[src/rtl/aes_pkg.sv]
// Shared widths and FSM encoding for the AES-128 input block loader.
package aes_pkg;

  localparam int WORD_W          = 32;
  localparam int BLOCK_W         = 128;
  localparam int WORDS_PER_BLOCK = 4;

  // Word-counter value of the last word slot in a block.
  localparam logic [1:0] CNT_LAST = 2'(WORDS_PER_BLOCK - 1);

  typedef enum logic [1:0] {
    FILL = 2'd0,
    PAD  = 2'd1,
    FULL = 2'd2
  } loader_state_t;

endpackage

[src/rtl/ShiftRegister32to128.sv]
// 32-to-128 shift stage: each shift pushes a word in at the low end, so the
// first word of a block ends up in bits [127:96] after four shifts.
module ShiftRegister32to128
  import aes_pkg::*;
(
  input  logic               clk,
  input  logic               reset,
  input  logic               shift_in,
  input  logic [WORD_W-1:0]  data_in,
  output logic [BLOCK_W-1:0] data_out
);

  logic [BLOCK_W-1:0] data_q;
  logic [BLOCK_W-1:0] data_d;

  always_comb begin
    data_d = data_q;
    if (shift_in) begin
      data_d = {data_q[BLOCK_W-WORD_W-1:0], data_in};
    end
  end

  always_ff @(posedge clk or posedge reset) begin
    if (reset) begin
      data_q <= '0;
    end else begin
      data_q <= data_d;
    end
  end

  assign data_out = data_q;

endmodule

[src/rtl/aes_block_loader.sv]
// Assembles 32-bit words into 128-bit AES blocks, zero-padding short final
// blocks, and presents them through a one-entry holding register.
module aes_block_loader
  import aes_pkg::*;
(
  input  logic               clk,
  input  logic               reset,
  input  logic [WORD_W-1:0]  in_data,
  input  logic               in_valid,
  input  logic               in_last,
  output logic               in_ready,
  output logic [BLOCK_W-1:0] out_data,
  output logic               out_valid,
  output logic               out_last,
  output logic [1:0]         out_pad,
  input  logic               out_ready
);

  // Handshake: a word moves when in_valid & in_ready at a rising edge, a block
  // moves when out_valid & out_ready; ready never looks at its own valid.

  loader_state_t      state_q, state_d;
  logic [1:0]         cnt_q, cnt_d;
  logic               last_q, last_d;
  logic [1:0]         pad_q, pad_d;

  logic               out_valid_q, out_valid_d;
  logic               out_last_q, out_last_d;
  logic [1:0]         out_pad_q, out_pad_d;
  logic [BLOCK_W-1:0] out_data_q, out_data_d;

  logic               in_ready_c;
  logic               accept;
  logic               move;
  logic               shift_en;
  logic [WORD_W-1:0]  shift_word;
  logic [BLOCK_W-1:0] shift_block;

  ShiftRegister32to128 u_shift (
    .clk      (clk),
    .reset    (reset),
    .shift_in (shift_en),
    .data_in  (shift_word),
    .data_out (shift_block)
  );

  always_comb begin
    state_d    = state_q;
    cnt_d      = cnt_q;
    last_d     = last_q;
    pad_d      = pad_q;
    in_ready_c = 1'b0;
    move       = 1'b0;
    shift_en   = 1'b0;
    shift_word = in_data;

    case (state_q)
      FILL: begin
        in_ready_c = 1'b1;
      end
      PAD: begin
        shift_en   = 1'b1;
        shift_word = '0;
        cnt_d      = cnt_q + 2'd1;
        if (cnt_q == CNT_LAST) begin
          state_d = FULL;
        end
      end
      FULL: begin
        // The completed block leaves for the hold, freeing the shift stage
        // for a new word in the very same cycle.
        move = !out_valid_q || out_ready;
        if (move) begin
          in_ready_c = 1'b1;
          state_d    = FILL;
        end
      end
      default: begin
        state_d = FILL;
      end
    endcase

    accept = in_valid && in_ready_c;
    if (accept) begin
      shift_en = 1'b1;
      cnt_d    = cnt_q + 2'd1;
      if (cnt_q == CNT_LAST) begin
        state_d = FULL;
        last_d  = in_last;
        pad_d   = 2'd0;
      end else if (in_last) begin
        state_d = PAD;
        last_d  = 1'b1;
        pad_d   = CNT_LAST - cnt_q;
      end else begin
        state_d = FILL;
      end
    end
  end

  always_comb begin
    out_valid_d = out_valid_q;
    out_last_d  = out_last_q;
    out_pad_d   = out_pad_q;
    out_data_d  = out_data_q;
    if (move) begin
      out_valid_d = 1'b1;
      out_last_d  = last_q;
      out_pad_d   = pad_q;
      out_data_d  = shift_block;
    end else if (out_valid_q && out_ready) begin
      out_valid_d = 1'b0;
    end
  end

  always_ff @(posedge clk or posedge reset) begin
    if (reset) begin
      state_q     <= FILL;
      cnt_q       <= 2'd0;
      last_q      <= 1'b0;
      pad_q       <= 2'd0;
      out_valid_q <= 1'b0;
      out_last_q  <= 1'b0;
      out_pad_q   <= 2'd0;
      out_data_q  <= '0;
    end else begin
      state_q     <= state_d;
      cnt_q       <= cnt_d;
      last_q      <= last_d;
      pad_q       <= pad_d;
      out_valid_q <= out_valid_d;
      out_last_q  <= out_last_d;
      out_pad_q   <= out_pad_d;
      out_data_q  <= out_data_d;
    end
  end

  assign in_ready  = in_ready_c;
  assign out_data  = out_data_q;
  assign out_valid = out_valid_q;
  assign out_last  = out_last_q;
  assign out_pad   = out_pad_q;

endmodule

[config.mk]
export PLATFORM = sky130hd
export DESIGN_NAME = aes_block_loader
export DESIGN_NICKNAME = d
export VERILOG_FILES = /design/src/rtl/aes_pkg.sv /design/src/rtl/ShiftRegister32to128.sv /design/src/rtl/aes_block_loader.sv
export SDC_FILE = /design/constraint.sdc
export NUM_CORES = 1
export LEC_CHECK = 0
export CAP_MARGIN = 20
export CORE_ASPECT_RATIO = 1.4
export CORE_MARGIN = 1
export CORE_UTILIZATION = 57
export DETAILED_ROUTE_END_ITERATION = 10
export GPL_TIMING_DRIVEN = 1
export PLACE_DENSITY_LB_ADDON = 0.1
export SLEW_MARGIN = 20
export SYNTH_ARGS = -nofsm -noshare
export SYNTH_HDL_FRONTEND = slang
export SYNTH_SLANG_ARGS = --single-unit
[constraint.sdc]
create_clock -name clk -period 15.15 [get_ports clk]
set_clock_uncertainty 0.1 [all_clocks]
set_input_delay 1.515 -clock clk [delete_from_list [all_inputs] [get_ports clk]]
set_output_delay 1.515 -clock clk [all_outputs]
set_load 0.03 [all_outputs]
## Yosys cells after proc, flatten, opt, wreduce, memory -nomap -nowiden

Index checks and enable logic that the tools add are counted.

- Bits in writable memories: 0
- Memories kept: 0
- Logic and storage cells: 47
- Flip-flop bits (word level): 267
- Input bits: 37
- Bits in read-only memories: 0
- Latch bits: 0
- Output and inout port bits: 133

- Equal/unequal tests: 6
- $add $sub $neg: 2
- Magnitude comparators: 0
- Mux-type cells: 20
- Multiply operators: 0
- Shifts and indexed selects: 0
- Divide/modulo/power cells: 0
- Bitwise logic cells: 0
- Reduce and logical (&&, ||, !) cells: 10

Operators by type and width:

| cell | count |
|---|---|
| $mux W32 | 1 |
| $mux W2 | 8 |
| $mux W1 | 9 |
| $ne A3 B3 Y1 const B | 2 |
| $pmux W2 S3 | 1 |
| $reduce_bool A2 Y1 | 3 |
| $eq A2 B2 Y1 const B | 2 |
| $reduce_and A3 Y1 | 1 |
| $add A2 B1 Y2 const B | 1 |
| $eq A2 B1 Y1 const B | 1 |
| $logic_and A1 B1 Y1 | 2 |
| $logic_not A2 Y1 | 1 |
| $ne A2 B2 Y1 const B | 1 |
| $pmux W1 S2 | 1 |
| $reduce_and A2 Y1 | 1 |
| $sub A2 B2 Y2 const A | 1 |
| $logic_not A1 Y1 | 1 |
| $logic_or A1 B1 Y1 | 1 |

## Logic depth before layout (Yosys ltp)

Gate-level depths: netlist of run 1.

- Depth in word-level cells: 7
- Mapped depth: 6
- Depth with buffers taken out: 4

## By module

From an unflattened synthesis of run 1, not the netlist that was laid out.

- Cells, all modules: 620
- Area, all modules: 10680.2 um^2

Modules (own cells, without submodules):

| module | cells each | sequential area each (um^2) | times used | area an instance (um^2) |
|---|---|---|---|---|
| aes_block_loader | 349 | 3478.3 | 1 | 5854.4 |
| ShiftRegister32to128 | 271 | 3203.1 | 1 | 4825.9 |

## Least setup slack after synthesis of run 1

OpenSTA, ideal clock, no wires.

- Kind: in2out
- From: in out_ready
- To: out in_ready
- Arrival time: 2.325 ns
- Path buffers: 1
- Required time: 13.535 ns
- Cell stages on the path: 3
- Setup slack: 11.210 ns
- Path through: nand3b_2 buf_2 nor2b_1

- Longest elaborated chain between the ends: 3

Ends and longest elaborated chain:

| item | RTL line | text |
|---|---|---|
| start: declaration | aes_block_loader.sv:16 | `input logic out_ready` |
| $logic_or A1 B1 Y1 | aes_block_loader.sv:72 | `move = !out_valid_q \|\| out_ready;` |
| $mux W1 | aes_block_loader.sv:73 | `if (move) begin` |
| $pmux W1 S2 | aes_block_loader.sv:57 | `case (state_q)` |
| end: declaration | aes_block_loader.sv:11 | `output logic in_ready,` |

No other way between the ends.

## Worst setup path in the final report of run 1

Ends and elaborated chain as after synthesis.

==> flow_summary.json, run 1 <==
{
  "num-fill-cells": 1201,
  "criticalPathCategory": "primary input to output pin",
  "cts_max_path_buffers": 3,
  "cp-start-kind": "primary input",
  "antenna_found_initial": 0,
  "ir_worst_vdd_uv": 144,
  "layout.nets": 856,
  "fin_tns_setup_ns": 0,
  "slowest_stage": "nand3b_2",
  "drtAntennaViolNets": 0,
  "die_x_um": 115,
  "worst_slew_pin_slew_ns": 0.972,
  "rsz0062_at_grt": "false",
  "fin_crit_sh": 0.357,
  "setup_viol": 0,
  "wirelength_um": 20100,
  "first_global_vias": 6432,
  "core_um2": 17400,
  "fin_ws_ns": 9.74,
  "htreeDepth": 1,
  "drc": 0,
  "place_ws_ns": 9.74,
  "routed-via-count": 5856,
  "critical-path-max-stage-delay_ns": 0.86,
  "placed_cell_area_um2": 11900,
  "design_area_um2": 12700,
  "synth_area_um2": 10100,
  "gp_congestion": 0.728,
  "worstSkewPairLatency_ns": 0.51,
  "cts_resized": 0,
  "synth_area_per_cell_um2": 15.4,
  "postCtsSetupBuffers": 0,
  "crit_path_max_fanout": 40,
  "rows": 57,
  "routed_via_density": 5.46,
  "fmax_mhz": 185,
  "drt_first_pass_iters": 4,
  "critPathBufInv": 2,
  "layout_min_cycle_time_ns": 5.41,
  "yosys_warnings": 0,
  "grt_max_degree": 114,
  "num_io_pins": 170,
  "cts_tree": "yes",
  "synth_cells": 657,
  "die_area_um2": 18300,
  "p_per_area_nw_per_um2": 236,
  "grtUsageTotal": 0.230,
  "die_h_um": 160,
  "cap_violations": 0,
  "maxSlewHeadroom": 0.349,
  "whs_ns": 0.376,
  "clock_sinks": 267,
  "final_common_cell": "dfrtp_1",
  "leakagePower_nw": 5.83,
  "start_util": 0.582,
  "port_buffers": 169,
  "dpl.hpwl_um": 12800,
  "cts_root_buffer": "clkbuf_16",
  "grt-ovfl-total": 0,
  "synth_cell_type_count": 26,
  "endpoint_kind": "output pin",
  "grt_pass1_wl_um": 33100,
  "status": "finished, final reports clean",
  "drive_above_1_share": 0.292,
  "worstPathArrival_ns": 3.79,
  "cts_hold_buffers": 0,
  "min_path_type": "flip-flop to flip-flop",
  "initialDrtViolationCount": 317,
  "critical_path.top_delay_family": "simple AND/OR/NAND/NOR gates",
  "seq_area_frac_synth": 0.659,
  "syn2layout_area_growth_pct": 25.8,
  "cts_buffers": 24,
  "final_cell_mix": "267 x dfrtp_1, 192 x mux2_2, 169 x clkdlybuf4s50_1",
  "hold_viol_final": 0,
  "path_clk_slew_ns": 0.06,
  "final_max_slew_viol_count": 0,
  "routedWlPerCell_um": 18.7,
  "crit_required_ns": 13.54,
  "syn_nets": 695,
  "ys_seq_elements": 267,
  "crit_path_cell_trace": "clkdlybuf4s50_1 -> nand3b_2 -> nor2b_1 -> clkdlybuf4s50_1",
  "cpMostUsedCell": "clkdlybuf4s50_1"
}
[metal layers]
metal  track usage  up-vias  share of wire
met1         0.286     3056           0.41
met5             0        -              0
met2         0.401      147           0.51
met3        0.0501       33          0.057
met4        0.0708        0          0.023
li1              -     2620              -
[worst paths after layout]
kind	from	endpoint	slack [ns]	cells past startpoint
worst max-delay path	out_ready	in_ready	9.74	4
worst min register to register	cnt_q[1]	pad_q[1]	0.38	1
min in group asynchronous	reset	u_shift.data_out[49]	1.43	2
worst max register to register	state_q[0]	out_data[30]	12.17	3
max in group asynchronous	reset	u_shift.data_out[112]	12.08	3
worst min-delay path	cnt_q[1]	pad_q[1]	0.38	1
[per-stage QoR]
stage | std cells | utilization | power (mW)
3_3_place_gp | 1027 | 0.686 | 2.37
6_report | 1073 | 0.733 | 3.01
2_1_floorplan | 657 | - | 1.99
5_1_grt | 1072 | 0.732 | 3.16
4_1_cts | 1072 | 0.732 | 3.04
3_5_place_dp | 1028 | 0.686 | 2.43
[area by class of cell]
| cell class | instances | area [um^2] | share of cell area |
|---|---|---|---|
| Tap cell | 236 | 295 | 0.0232 |
| Clock buffer | 40 | 782 | 0.0613 |
| Clock inverter | 4 | 20.0 | 0.00157 |
| Inverter | 3 | 18.8 | 0.00147 |
| Sequential cell | 267 | 6680 | 0.524 |
| Timing Repair Buffer | 175 | 1740 | 0.137 |
| Antenna cell | 1 | 2.50 | 0.000196 |
| Multi-Input combinational cell | 347 | 3200 | 0.251 |
[where the power goes]
group / switching [mW] / internal [mW] / total [mW]
Sequential: 0.189 / 1.02 / 1.21
Clock: 0.247 / 0.351 / 0.598
Combinational: 0.618 / 0.586 / 1.20
[flip-flops by register name, summed over array words and instances, names as in the netlist]
signal            flops
u_shift.data_out    128
pad_q                 2
out_last              1
state_q               2
last_q                1
out_valid             1
cnt_q                 2
out_pad               2
out_data            128
[Yosys cell counts]
| master | number | area, um^2 |
|---|---|---|
| dfrtp_1 | 267 | 6680 |
| mux2_2 | 192 | 2160 |
| mux2_1 | 36 | 405 |
| nand2_1 | 34 | 128 |
| nand3_1 | 33 | 165 |
| o21ai_0 | 32 | 160 |
| buf_4 | 16 | 120 |
| buf_2 | 11 | 55.1 |
| clkbuf_1 | 10 | 37.5 |
| buf_6 | 3 | 33.8 |
| inv_1 | 3 | 11.3 |
| a21oi_1 | 2 | 10.0 |
| nand2b_1 | 2 | 12.5 |
| nor2b_1 | 2 | 12.5 |
| o21ai_1 | 2 | 10.0 |
| o2bb2ai_1 | 2 | 17.5 |
| a31o_2 | 1 | 8.76 |
| and2_1 | 1 | 6.26 |
| and3_1 | 1 | 6.26 |
| ha_1 | 1 | 12.5 |
| nand3b_2 | 1 | 11.3 |
| nand3b_4 | 1 | 20.0 |
| nand4b_1 | 1 | 8.76 |
| o211ai_1 | 1 | 7.51 |
| o211ai_4 | 1 | 21.3 |
| xnor2_1 | 1 | 8.76 |
[kinds of logic after synthesis]
kind of cell	count (synthesis)	synth area share
flip-flops	267	0.659
multiplexers	228	0.253
AND/OR/NAND/NOR	76	0.0365
buffers and inverters	43	0.0254
AO/OA/AOI/OAI	41	0.0232
XOR/XNOR	1	0.000864
adder cells (fa/ha/maj)	1	0.00123
No activity file was read; power rests on OpenSTA's default activity.
==> inputs of run 2 (changes only) <==
- CORE_UTILIZATION: 57 -> 53
- clock period: 15.15 -> 5 ns (I/O delays scaled with it)
==> flow_summary.json, run 2 (synthesized netlist as in run 1, its figures left out) <==
{
  "drc": 0,
  "dpl.hpwl_um": 12700,
  "layout_min_cycle_time_ns": 2.78,
  "final_cell_mix": "267 x dfrtp_1, 192 x mux2_2, 169 x clkdlybuf4s50_1",
  "fmax_mhz": 359,
  "routed_via_density": 5.40,
  "dr_wl_met3_um": 1050,
  "antenna_found_initial": 0,
  "cts_max_path_buffers": 3,
  "place_ws_ns": 1.68,
  "initialDrtViolationCount": 286,
  "num_io_pins": 170,
  "final_max_slew_viol_count": 0,
  "clock_sinks": 267,
  "wl_met2_um": 10300,
  "grt-ovfl-total": 0,
  "fin_ws_ns": 2.22,
  "drt_first_pass_iters": 4,
  "critPathBufInv": 1,
  "cts_buffers": 24,
  "fin_tns_setup_ns": 0,
  "p_sw_frac": 0.347,
  "reg2reg_to": "u_shift.data_out[23]",
  "maxSlewHeadroom": 0.323,
  "worstSkewPairLatency_ns": 0.51,
  "cts_root_buffer": "clkbuf_16",
  "cp-start-kind": "primary input",
  "worstPathArrival_ns": 3.00,
  "crit_required_ns": 5.22,
  "cts_resized": 0,
  "design_area_um2": 12800,
  "grt_pass1_wl_um": 33200,
  "dr.max_layer_used": "met4",
  "ir_worst_vdd_uv": 623,
  "p_per_area_nw_per_um2": 715,
  "routed-via-count": 5817,
  "cp.depth": 4,
  "min_path_type": "flip-flop to flip-flop",
  "criticalPathCategory": "primary input to flip-flop",
  "drive_above_1_share": 0.293,
  "wirelength_um": 20000,
  "gp_congestion": 0.733,
  "endpoint_kind": "flip-flop",
  "layout.nets": 857,
  "critical-path-max-stage-delay_ns": 0.91,
  "crit_path_cell_trace": "clkdlybuf4s50_1 -> nor2b_4 -> and2_1 -> o21ai_0",
  "drt-met1-wl_um": 8300,
  "reg2regPathDepth": 3,
  "fin_crit_sh": 0.557,
  "antenna_cells": 0,
  "first_global_vias": 6227,
  "cp-endpoint": "u_shift.data_out[23]",
  "status": "finished, final reports clean",
  "p_comb_frac": 0.395,
  "grt_max_degree": 165,
  "reg2reg_slack_ns": 2.28,
  "path_clk_slew_ns": 0.07,
  "setup_viol": 0,
  "critical_path.top_delay_family": "simple AND/OR/NAND/NOR gates",
  "rows": 59,
  "rsz0062_at_grt": "false",
  "p_int_mw": 5.97,
  "slowest_stage": "and2_1",
  "fin_cells": 1077,
  "die_area_um2": 19700,
  "core_um2": 18700,
  "routedWlPerCell_um": 18.6,
  "htreeDepth": 1,
  "hold_viol_final": 0,
  "leakagePower_nw": 5.85,
  "final_util": 0.685,
  "die_h_um": 166,
  "place_inst": 1037,
  "port_buffers": 169,
  "placed_cell_area_um2": 12000,
  "reg2reg_from": "state_q[0]",
  "drtAntennaViolNets": 0,
  "cap_violations": 0,
  "clkPwrFrac": 0.203,
  "die_x_um": 119,
  "cp-startpoint": "in_valid",
  "cts_hold_buffers": 0,
  "worst_slew_pin_slew_ns": 1.02,
  "grtUsageTotal": 0.211,
  "seqPwrFrac": 0.402,
  "syn2layout_area_growth_pct": 26.3,
  "crit_path_max_fanout": 37,
  "netSwitchingPower_mw": 3.17,
  "cts_tree": "yes",
  "postCtsSetupBuffers": 0,
  "start_util": 0.543,
  "final_common_cell": "dfrtp_1",
  "whs_ns": 0.379,
  "finalPower_mw": 9.15
}
==> run 2: cell types whose count changed in the layout (fill, tap and decap cells not counted), sizes merged <==
| cell | previous run | this run |
|---|---|---|
| clkinv | 4 | 5 |
| clkinvlp | 0 | 1 |
| diode | 1 | 0 |
| buf | 6 | 7 |
| bufinv | 0 | 2 |
| inv | 3 | 2 |
| clkbuf | 40 | 33 |
==> run 2: worst register-to-register path, cell delays in order, from the launching register on <==
cell	delay (ns)
dfrtp_1	0.51
nor2b_4	0.73
and2_1	0.92
o21ai_0	0.28
==> run 2: how the worst min path moves through the flow <==
stage	from	endpoint	slack [ns]	cells past startpoint
after floorplan	cnt_q[1]	pad_q[1]	0.34	1
after global placement	cnt_q[1]	pad_q[1]	0.35	1
after detailed placement	cnt_q[1]	pad_q[1]	0.37	1
after CTS	cnt_q[1]	pad_q[1]	0.38	1
after global routing	cnt_q[1]	pad_q[1]	0.41	1
final	cnt_q[1]	pad_q[1]	0.38	1
==> run 2: final cells by class <==
type                            instances  area, um^2
Clock buffer                           33         726
Timing Repair Buffer                  176        1780
Inverter                                3        15.0
Multi-Input combinational cell        347        3200
Sequential cell                       267        6680
Fill cell                            1331        5880
Tap cell                              244         305
Clock inverter                          7        85.1
==> run 2: power groups by stage <==
stage	combinational, mW	sequential (mW)	clock, mW
2_1_floorplan	1.66	4.36	0
3_3_place_gp	3.55	3.66	0
3_5_place_dp	3.64	3.71	0
4_1_cts	3.67	3.69	1.91
5_1_grt	3.85	3.80	1.99
6_report	3.61	3.68	1.86
==> run 2: metal layers <==
metal / vias up / track usage
met2: 164 / 0.362
met5: - / 0
met1: 3004 / 0.276
li1: 2627 / -
met4: 0 / 0.0501
met3: 22 / 0.0420
==> inputs of run 3 (changes only) <==
- clock period: 5 -> 2.6 ns (I/O delays scaled with it)
==> flow_summary.json, run 3 (synthesized netlist as in run 1, its figures left out) <==
{
  "status": "finished, final reports clean",
  "cts_root_buffer": "clkbuf_16",
  "drtAntennaViolNets": 0,
  "grt-ovfl-total": 0,
  "core_um2": 18700,
  "p_int_mw": 11.4,
  "critical-path-max-stage-delay_ns": 0.68,
  "reg2regPathDepth": 5,
  "reg2reg_to": "u_shift.data_out[26]",
  "die_x_um": 119,
  "final_max_slew_viol_count": 0,
  "routedWlPerCell_um": 18.3,
  "fmax_mhz": 430,
  "whs_ns": 0.0355,
  "ir_worst_vdd_uv": 995,
  "drive_above_1_share": 0.293,
  "clkPwrFrac": 0.191,
  "final_cell_mix": "267 x dfrtp_1, 192 x mux2_2, 169 x clkdlybuf4s50_1",
  "grt_max_degree": 93,
  "antenna_found_initial": 0,
  "antenna_cells": 0,
  "place_ws_ns": 0.383,
  "endpoint_kind": "output pin",
  "htreeDepth": 1,
  "start_util": 0.543,
  "die_area_um2": 19700,
  "dpl.hpwl_um": 13300,
  "syn2layout_area_growth_pct": 27.2,
  "path_clk_slew_ns": 0.06,
  "num_io_pins": 170,
  "reg2reg_slack_ns": 0.66,
  "layout_min_cycle_time_ns": 2.33,
  "slowest_stage": "clkdlybuf4s50_1",
  "crit_path_max_fanout": 5,
  "netSwitchingPower_mw": 6.10,
  "port_buffers": 169,
  "hold_viol_final": 0,
  "fin_ws_ns": 0.274,
  "grtUsageTotal": 0.215,
  "postCtsSetupBuffers": 0,
  "critical_path.top_delay_family": "buffers and inverters",
  "p_comb_frac": 0.406,
  "routed-via-count": 5824,
  "rsz0062_at_grt": "false",
  "p_per_area_nw_per_um2": 1360,
  "initialDrtViolationCount": 271,
  "criticalPathCategory": "flip-flop to output pin",
  "p_sw_frac": 0.349,
  "layout.nets": 867,
  "cts_hold_buffers": 0,
  "cp-start-kind": "flip-flop",
  "cts_max_path_buffers": 3,
  "critPathBufInv": 1,
  "rows": 59,
  "setup_viol": 0,
  "fin_crit_sh": 0.894,
  "seqPwrFrac": 0.403,
  "gp_congestion": 0.741,
  "cts_buffers": 24,
  "maxSlewHeadroom": 0.677,
  "final_common_cell": "dfrtp_1",
  "crit_path_cell_trace": "nand3b_2 -> nor2b_1 -> clkdlybuf4s50_1",
  "routed_via_density": 5.35,
  "die_h_um": 166,
  "fin_tns_setup_ns": 0,
  "cts_resized": 0,
  "cts_tree": "yes",
  "drt_first_pass_iters": 4,
  "min_path_type": "primary input to asynchronous set/reset pin",
  "worstSkewPairLatency_ns": 0.51,
  "cap_violations": 0,
  "clock_sinks": 267,
  "crit_required_ns": 2.24,
  "worstPathArrival_ns": 1.97,
  "grt_pass1_wl_um": 33600,
  "drc": 0,
  "reg2reg_from": "state_q[1]",
  "first_global_vias": 6292,
  "wirelength_um": 20000,
  "leakagePower_nw": 5.89,
  "worst_slew_pin_slew_ns": 0.483
}
run 3: cell count changes in the layout (fill, tap and decap cells not counted), sizes merged:
cell	before	now
buf	7	17
bufinv	2	0
clkbuf	33	40
clkinv	5	2
run 3: worst max-delay path by stage:
stage	from	to	slack, ns	cells past startpoint
floorplan	reset	cnt_q[0]	-1.29	1
detailed placement	out_ready	u_shift.data_out[8]	0.38	6
finish	state_q[1]	in_ready	0.27	3
CTS	state_q[1]	in_ready	0.26	3
global placement	out_ready	u_shift.data_out[9]	0.46	6
global route	state_q[1]	in_ready	0.19	3
run 3: layout make-up:
type                            instances  area, um^2
Sequential cell                       267        6680
Inverter                                3        15.0
Fill cell                            1303        5790
Timing Repair Buffer                  186        1930
Multi-Input combinational cell        347        3200
Tap cell                              244         305
Clock buffer                           40         742
Clock inverter                          2        10.0
run 3: through the flow:
stage	cells	util	total power, mW	instance area (um^2)
floorplan	657	-	11.6	10100
global route	1089	0.690	18.5	12900
detailed placement	1047	0.650	14.3	12100
global placement	1047	0.650	14.0	12100
CTS	1089	0.690	17.7	12900
finish	1089	0.690	17.5	12900
run 3: routing by layer:
layer	wire (um)	global-route usage
met1	8240	0.281
met2	10300	0.365
met3	967	0.0410
met4	423	0.0622
met5	0	0
run 3: power groups by stage:
stage	sequential (mW)	combinational (mW)	clock, mW
2_1_floorplan	8.39	3.19	0
3_3_place_gp	7.03	6.98	0
3_5_place_dp	7.14	7.17	0
4_1_cts	7.08	7.20	3.44
5_1_grt	7.30	7.56	3.61
6_report	7.05	7.10	3.35
